$ cat src/rtl/score_reporter_pkg.sv
// Shared message kinds, lengths and byte helpers for the score reporter.
package score_reporter_pkg;

    typedef enum logic [1:0] {
        MSG_GO    = 2'd0,
        MSG_SCORE = 2'd1,
        MSG_END   = 2'd2
    } msg_kind_e;

    localparam int unsigned GO_LEN    = 4;
    localparam int unsigned SCORE_LEN = 8;
    localparam int unsigned END_LEN   = 10;
    localparam int unsigned IDX_W     = 4;

    function automatic logic [IDX_W-1:0] msg_last(input msg_kind_e kind);
        case (kind)
            MSG_GO:    return IDX_W'(GO_LEN - 1);
            MSG_SCORE: return IDX_W'(SCORE_LEN - 1);
            default:   return IDX_W'(END_LEN - 1);
        endcase
    endfunction

    // Non-decimal nibbles print as '?'.
    function automatic logic [7:0] digit_byte(input logic [3:0] nib);
        return (nib < 4'd10) ? (8'h30 + {4'h0, nib}) : 8'h3F;
    endfunction

endpackage

$ cat src/rtl/score_reporter_tx_msg_rom.sv
// Combinational byte lookup: message kind, byte index and score snapshot to ASCII.
module tx_msg_rom
    import score_reporter_pkg::*;
(
    input  logic [1:0]       kind,
    input  logic [IDX_W-1:0] idx,
    input  logic [15:0]      snap,
    output logic [7:0]       byte_c
);

    always_comb begin
        byte_c = 8'h00;
        case (msg_kind_e'(kind))
            MSG_GO: begin
                case (idx)
                    4'd0:    byte_c = 8'h47;
                    4'd1:    byte_c = 8'h4F;
                    4'd2:    byte_c = 8'h0D;
                    4'd3:    byte_c = 8'h0A;
                    default: byte_c = 8'h00;
                endcase
            end
            MSG_SCORE: begin
                case (idx)
                    4'd0:    byte_c = 8'h53;
                    4'd1:    byte_c = 8'h3D;
                    4'd2:    byte_c = digit_byte(snap[15:12]);
                    4'd3:    byte_c = digit_byte(snap[11:8]);
                    4'd4:    byte_c = digit_byte(snap[7:4]);
                    4'd5:    byte_c = digit_byte(snap[3:0]);
                    4'd6:    byte_c = 8'h0D;
                    4'd7:    byte_c = 8'h0A;
                    default: byte_c = 8'h00;
                endcase
            end
            MSG_END: begin
                case (idx)
                    4'd0:    byte_c = 8'h45;
                    4'd1:    byte_c = 8'h4E;
                    4'd2:    byte_c = 8'h44;
                    4'd3:    byte_c = 8'h20;
                    4'd4:    byte_c = digit_byte(snap[15:12]);
                    4'd5:    byte_c = digit_byte(snap[11:8]);
                    4'd6:    byte_c = digit_byte(snap[7:4]);
                    4'd7:    byte_c = digit_byte(snap[3:0]);
                    4'd8:    byte_c = 8'h0D;
                    4'd9:    byte_c = 8'h0A;
                    default: byte_c = 8'h00;
                endcase
            end
            default: byte_c = 8'h00;
        endcase
    end

endmodule

$ cat src/rtl/score_reporter.sv
// Turns game events into ASCII status messages pushed one byte at a time to a UART.
module score_reporter
    import score_reporter_pkg::*;
#(
    parameter int unsigned BUSY_TIMEOUT = 4095
) (
    input  logic        clk,
    input  logic        reset_n,
    input  logic        start,
    input  logic        over,
    input  logic [15:0] score,
    input  logic        score_inc,
    input  logic        is_transmitting,
    output logic        transmit,
    output logic [7:0]  tx_byte,
    output logic        busy
);

    localparam int unsigned TMR_W = $clog2(BUSY_TIMEOUT + 2);

    typedef enum logic [1:0] {IDLE, SEND, WAIT_BUSY, WAIT_DONE} state_e;

    state_e           state, state_d;
    msg_kind_e        kind, kind_d;
    logic [IDX_W-1:0] idx, idx_d;
    logic [15:0]      snap, snap_d;
    logic [TMR_W-1:0] timer, timer_d;
    logic             pend_go, pend_end, pend_score;
    logic             clr_go, clr_end, clr_score;
    logic             start_q, over_q, armed;
    logic             start_rise, over_rise;
    logic             transmit_d, busy_d, advance, timeout;
    logic [7:0]       tx_byte_d, rom_byte;

    tx_msg_rom u_rom (
        .kind   (kind),
        .idx    (idx),
        .snap   (snap),
        .byte_c (rom_byte)
    );

    // armed stays low for the first cycle after reset so levels already high are not edges
    assign start_rise = armed & start & ~start_q;
    assign over_rise  = armed & over & ~over_q;
    assign timeout    = (timer == TMR_W'(BUSY_TIMEOUT));

    always_ff @(posedge clk or negedge reset_n) begin
        if (!reset_n) begin
            state      <= IDLE;
            kind       <= MSG_GO;
            idx        <= '0;
            snap       <= '0;
            timer      <= '0;
            pend_go    <= 1'b0;
            pend_end   <= 1'b0;
            pend_score <= 1'b0;
            start_q    <= 1'b0;
            over_q     <= 1'b0;
            armed      <= 1'b0;
            transmit   <= 1'b0;
            tx_byte    <= 8'h00;
            busy       <= 1'b0;
        end else begin
            state      <= state_d;
            kind       <= kind_d;
            idx        <= idx_d;
            snap       <= snap_d;
            timer      <= timer_d;
            pend_go    <= (pend_go & ~clr_go) | start_rise;
            pend_end   <= (pend_end & ~clr_end) | over_rise;
            pend_score <= (pend_score & ~clr_score) | score_inc;
            start_q    <= start;
            over_q     <= over;
            armed      <= 1'b1;
            transmit   <= transmit_d;
            tx_byte    <= tx_byte_d;
            busy       <= busy_d;
        end
    end

    always_comb begin
        state_d    = state;
        kind_d     = kind;
        idx_d      = idx;
        snap_d     = snap;
        clr_go     = 1'b0;
        clr_end    = 1'b0;
        clr_score  = 1'b0;
        transmit_d = 1'b0;
        tx_byte_d  = tx_byte;
        advance    = 1'b0;

        case (state)
            IDLE: begin
                if (pend_end || pend_go || pend_score) begin
                    idx_d   = '0;
                    state_d = SEND;
                    if (pend_end) begin
                        kind_d    = MSG_END;
                        snap_d    = score;
                        clr_end   = 1'b1;
                        clr_go    = 1'b1;
                        clr_score = 1'b1;
                    end else if (pend_go) begin
                        kind_d = MSG_GO;
                        clr_go = 1'b1;
                    end else begin
                        kind_d    = MSG_SCORE;
                        snap_d    = score;
                        clr_score = 1'b1;
                    end
                end
            end
            SEND: begin
                if (!is_transmitting) begin
                    transmit_d = 1'b1;
                    tx_byte_d  = rom_byte;
                    state_d    = WAIT_BUSY;
                end
            end
            WAIT_BUSY: begin
                if (is_transmitting) state_d = WAIT_DONE;
                else if (timeout)    advance = 1'b1;
            end
            WAIT_DONE: begin
                if (!is_transmitting || timeout) advance = 1'b1;
            end
            default: state_d = IDLE;
        endcase

        // A timed-out byte is treated exactly like a completed one
        if (advance) begin
            if (idx == msg_last(kind)) begin
                state_d = IDLE;
            end else begin
                idx_d   = idx + IDX_W'(1);
                state_d = SEND;
            end
        end

        if (state_d != state)
            timer_d = '0;
        else if (state == WAIT_BUSY || state == WAIT_DONE)
            timer_d = timer + TMR_W'(1);
        else
            timer_d = '0;

        busy_d = (state_d != IDLE);
    end

endmodule
$ cat config.mk
export PLATFORM = sky130hd
export DESIGN_NAME = score_reporter
export DESIGN_NICKNAME = d
export VERILOG_FILES = /design/src/rtl/score_reporter_pkg.sv /design/src/rtl/score_reporter_tx_msg_rom.sv /design/src/rtl/score_reporter.sv
export SDC_FILE = /design/constraint.sdc
export NUM_CORES = 1
export LEC_CHECK = 0
export ABC_CLOCK_PERIOD_IN_PS = 3250
export BUFFER_PORTS_ARGS = -buffer_cell sky130_fd_sc_hd__buf_2
export CELL_PAD_IN_SITES_DETAIL_PLACEMENT = 0
export CELL_PAD_IN_SITES_GLOBAL_PLACEMENT = 1
export CORE_UTILIZATION = 49
export DETAILED_ROUTE_END_ITERATION = 6
export HOLD_SLACK_MARGIN = 0.03
export PLACE_DENSITY_LB_ADDON = 0.1
export SLEW_MARGIN = 10
export SYNTH_ARGS = -nofsm -noshare
export SYNTH_HDL_FRONTEND = slang
export SYNTH_SLANG_ARGS = --single-unit
$ cat constraint.sdc
create_clock -name clk -period 3.25 [get_ports clk]
set_input_delay 0.65 -clock clk [delete_from_list [all_inputs] [get_ports clk]]
set_output_delay 0.65 -clock clk [all_outputs]
set_load 0.05 [all_outputs]
After elaboration in Yosys (flattened, before gate mapping)
Cells that the tools add are included.
{ "classes": {"reduce_logical": 12, "n_bitwise": 16, "n_addsub": 6, "magnitude_cmp": 4, "eq_ne": 18, "muxes": 43} }
{ "op_table": {"columns": ["cell", "count"], "rows": [
  ["$pmux W8 S10", 1],
  ["$pmux W8 S8", 1],
  ["$mux W16", 2],
  ["$mux W8", 4],
  ["$add A6 B4 Y7 const A", 4],
  ["$pmux W7 S4", 1],
  ["$mux W13", 2],
  ["$pmux W8 S3", 1],
  ["$mux W4", 5],
  ["$mux W1", 18],
  ["$eq A4 B3 Y1 const B", 4],
  ["$lt A4 B4 Y1 const B", 4],
  ["$add A13 B1 Y13 const B", 1],
  ["$eq A13 B12 Y1 const B", 1],
  ["$mux W2", 5],
  ["$eq A4 B2 Y1 const B", 2],
  ["$eq A4 B4 Y1 const B", 2],
  ["$pmux W4 S2", 1],
  ["$and A1 B1 Y1", 7],
  ["$eq A2 B2 Y1 const B", 3],
  ["$not A1 Y1", 6],
  ["$pmux W2 S3", 1],
  ["$add A4 B1 Y4 const B", 1],
  ["$eq A2 B1 Y1 const B", 2],
  ["other kinds (13)", 20]
]} }
{ "word_totals": {"reg_bits": 53} }

Depth between registers and ports, before layout
{ "depth": {"depth_word": 10, "depth_mapped": 8, "depth_no_buf": 7} }

By module
From an unflattened synthesis, not the netlist that was laid out.
{ "hier_totals": {"hier_cells": 296, "hier_area_um2": 2956.6} }
{ "modules_own_cells": {"columns": ["module", "cells_each", "seq_area_each_um2", "n_inst", "area_per_inst_um2"], "rows": [
  ["score_reporter", 176, 1326.3, 1, 2222.1],
  ["tx_msg_rom", 120, 0.0, 1, 734.5]
]} }

Worst setup path before layout
OpenSTA, ideal clock, no wires.
{ "synth_path": {"path_kind": "reg2reg", "start": "register timer[0]", "end": "register busy", "path_buffers": 0, "required_time_ns": 3.113, "setup_ns": 0.137, "path_slack_ns": 1.429, "t_arrival_ns": 1.683, "path_stages_with_launch": 7, "period_less_slack_ns": 1.821, "cell_sequence": "dfrtp_1 ha_1 and3_4 nand4_4 o41a_4 mux2i_2 nand3b_1"} }
{ "synth_via": {"elab_chain_cells": 6, "word_cells_on_any_way": 8} }
{ "synth_lines": {"columns": ["element", "line", "text"], "rows": [
  ["from (decl)", "score_reporter.sv:27", "logic [TMR_W-1:0] timer, timer_d;"],
  ["from (signal assigned)", "score_reporter.sv:68", "timer <= timer_d;"],
  ["$eq A13 B12 Y1 (*)", "score_reporter.sv:45", "assign timeout = (timer == TMR_W'(BUSY_TIMEOUT));"],
  ["$mux W1 or $logic_or A1 B1 Y1 (tied branches)", "score_reporter.sv:123, score_reporter.sv:126", null],
  ["$mux W1, on equally long branches", "score_reporter.sv:122, score_reporter.sv:126", null],
  ["$pmux W1 S2 (*)", "score_reporter.sv:93", "case (state)"],
  ["$mux W2 (*)", "score_reporter.sv:132", "if (advance) begin"],
  ["named net state_d[0]", "score_reporter.sv:23", "state_e state, state_d;"],
  ["$reduce_bool A2 Y1 (*)", "score_reporter.sv:148", "busy_d = (state_d != IDLE);"],
  ["named net busy_d", "score_reporter.sv:32", "logic transmit_d, busy_d, advance, timeout;"],
  ["to (signal assigned)", "score_reporter.sv:77", "busy <= busy_d;"],
  ["to (decl)", "score_reporter.sv:16", "output logic busy"]
]} }
The timed path passes the listed nets; every way through them passes the cells marked *.
A chain may end at the register's enable or synchronous reset.

Worst setup path in the final report
{ "layout_path": {"start": "register idx[1]", "end": "register tx_byte[3]"} }
{ "layout_via": {"elab_chain_cells": 3, "word_cells_on_any_way": 14} }
{ "layout_lines": {"columns": ["element", "line", "text"], "rows": [
  ["from (decl)", "score_reporter.sv:25", "logic [IDX_W-1:0] idx, idx_d;"],
  ["from (signal assigned)", "score_reporter.sv:66", "idx <= idx_d;"],
  ["$eq A4 B4 Y1 (tied with other cells)", "score_reporter_tx_msg_rom.sv:37", "case (idx)"],
  ["$pmux W8 S10 (tied with other cells)", "score_reporter_tx_msg_rom.sv:37", null],
  ["$pmux W8 S3 (*)", "score_reporter_tx_msg_rom.sv:13", "case (msg_kind_e'(kind))"],
  ["to (signal assigned)", "score_reporter.sv:76", "tx_byte <= tx_byte_d;"],
  ["to (decl)", "score_reporter.sv:15", "output logic [7:0] tx_byte,"]
]} }
Mark *: on every way between the ends. The rest lies on a longest branch, timed or not.

==> flow_metrics.env <==
export IMPL_num_fill_cells=518
export IMPL_dpl_cell_area_sq_um=3060
export IMPL_hold_slack_ps=422
export IMPL_ys_flop_type="dfrtp_1"
export IMPL_synth_top_area_cell="dfrtp_1"
export IMPL_async_reset_ff_frac=1.00
export IMPL_grtUsageTotal=0.225
export IMPL_max_freq_mhz=443
export IMPL_hold_viol=0
export IMPL_dr_pass1_iters=4
export IMPL_crit_arrival_ps=2460
export IMPL_dpl_hpwl_um=4430
export IMPL_synth_seq_cells=52
export IMPL_whs_path_depth=1
export IMPL_ios=32
export IMPL_worstReg2RegStart="idx[1]"
export IMPL_portBuffers=30
export IMPL_fin_crit_ps=2260
export IMPL_worstSetupStartpointType="flip-flop"
export IMPL_crit_required_ps=3450
export IMPL_r2r_slack_ps=990
export IMPL_cts_tree="done"
export IMPL_place_ws_ps=947
export IMPL_syn2layout_area_growth_pct=10.3
export IMPL_cts_made_buffers=5
export IMPL_clockRootBuffer="clkbuf_8"
export IMPL_path_max_fanout=15
export IMPL_run_status="complete, no violations"
export IMPL_grt_max_degree=39
export IMPL_clock_latency_ps=310
export IMPL_grt_ovfl_total=0
export IMPL_synth_edff_count=0
export IMPL_die_x_um=78.6
export IMPL_r2r_cells=7
export IMPL_fin_ws_ps=994
export IMPL_ys_seq_area_frac=0.453
export IMPL_finalSetupTns_ps=0
export IMPL_multi_input_area_sq_um=1460
export IMPL_powerDensity_nw_per_um2=951
export IMPL_syn_nets=326
export IMPL_postCtsSetupRepairBufs=0
export IMPL_gp_congestion=0.886
export IMPL_cts_resized=0
export IMPL_synth_top_cell_area_share=0.453
export IMPL_regArea_sq_um=1300
export IMPL_drtIter0Drc=149
export IMPL_critPathLaunch="idx[1]"
export IMPL_ant_nets=0
export IMPL_setup_viol=0
export IMPL_synth_commonest_cells="dfrtp_1, nor2_1, nand2_1, o21ai_0, a21oi_1"
export IMPL_post_drt_wl_per_cell_um=15.7
export IMPL_synth_most_common_cell="dfrtp_1"
export IMPL_viasPerCell=5.80
export IMPL_fin_nets=350
export IMPL_fp_row_count=27
export IMPL_yosysUniqueCellTypes=60
export IMPL_final_cell_area_sq_um=3170
export IMPL_cap_violations=0
export IMPL_finalCritPeriodShare=0.694
export IMPL_synth_area_leaders="dfrtp_1, mux2_2, nor2_1"
export IMPL_die_area_sq_um=6180
export IMPL_synth_cells=299
export IMPL_cts_htree_levels=2
export IMPL_antennaDiodeCount=0
export IMPL_fin_skew_ps=8.76
export IMPL_setup_worst_path_end="tx_byte[3]"
export IMPL_hold_buffers=0
export IMPL_synth_area_sq_um=2880
export IMPL_worstReg2RegEnd="tx_byte[3]"
export IMPL_first_global_vias=2204
export IMPL_antenna_found_initial=0
export IMPL_cts_sinks=52
export IMPL_hp_start="over_q"
export IMPL_drc=0
export IMPL_drive_gt1_frac=0.198
export IMPL_drv_slew=0
export IMPL_initial_core_util=0.516
export IMPL_coreArea_sq_um=5570
export IMPL_grt_pass1_wl_um=10700
export IMPL_via_count=2295
export IMPL_max_slew_margin=0.414
export IMPL_rsz0062_at_grt="no"
export IMPL_p_leak_nw=1.42
export IMPL_syn_area_per_cell_sq_um=9.62
export IMPL_die_h_um=78.6
export IMPL_endpoint_kind="flip-flop"
export IMPL_hold_path_class="flip-flop to flip-flop"
export IMPL_path_class="flip-flop to flip-flop"
export IMPL_tightest_slew_ps=880
export IMPL_peakVddDrop_mv=0.388
export IMPL_clock_path_buffers=2
export IMPL_clk_pin_slew_ps=100
export IMPL_ys_warn_count=0
export IMPL_drt_wl_total_um=6210
## critical path: stages, from the launching register on
cell and delay [ps]:
dfrtp_1 480, inv_1 90, ha_1 380, nor2_1 260
a21oi_1 120, o211ai_1 440, o21ai_0 160, a41o_1 220
## logic make-up after synthesis
kind of cell | synth area share
simple gates | 0.165
compound gates | 0.206
flops | 0.453
buf+inv | 0.0413
mux | 0.0740
xor+xnor | 0.0366
fa+ha+maj | 0.0218
other cells | 0.00261
## placed cells by master, fill, tap and decap left out, drive strengths merged, types with 5 or more instances in the layout
master  synthesis  routed
ha              5       5
nand3           7       7
nand2          27      27
xnor2           6       6
a21o            9       9
clkbuf          9       5
o21ai          18      18
buf             6      32
inv            12      12
nor3            6       6
dfrtp          52      52
xor2            6       6
mux2           15      15
nor2           36      36
a21oi          17      17
o31ai           5       5
## area by class of cell
type,count,area share
multi-input cells,219,0.459
flip-flops and latches,52,0.410
repair buffers,32,0.0521
well taps,72,0.0284
clock buffers,5,0.0217
inverters,13,0.0154
clock inverters,3,0.0134
## per-layer routing
layer	track usage	vias up	part of all wire
met3	0.0407	15	0.033
met4	0.0778	0	0.021
met1	0.301	1107	0.48
li1	-	1110	-
met5	0	-	0
met2	0.363	63	0.47
## how the worst min path moves through the flow
| stage | end |
|---|---|
| after floorplan | armed |
| after global placement | pend_end |
| after detailed placement | pend_end |
| after CTS | pend_end |
| after global routing | pend_end |
| final | pend_end |
## report_power, final
part	switching, mW	internal [mW]
Sequential	0.295	0.864
Clock	0.216	0.228
Combinational	0.846	0.569
## metrics by stage
stage	cells	utilization	power (mW)
after CTS	396	0.569	3.02
after global routing	396	0.569	3.26
after detailed placement	388	0.549	2.57
after global placement	388	0.549	2.57
final	396	0.569	3.02
after floorplan	299	-	2.24
## flip-flops by register name, summed over array words and instances, names as in the netlist, 2 cells and up
| name | flops |
|---|---|
| idx | 4 |
| kind | 2 |
| snap | 16 |
| state | 2 |
| timer | 13 |
| tx_byte | 7 |
(Power assumes the default switching activity.)
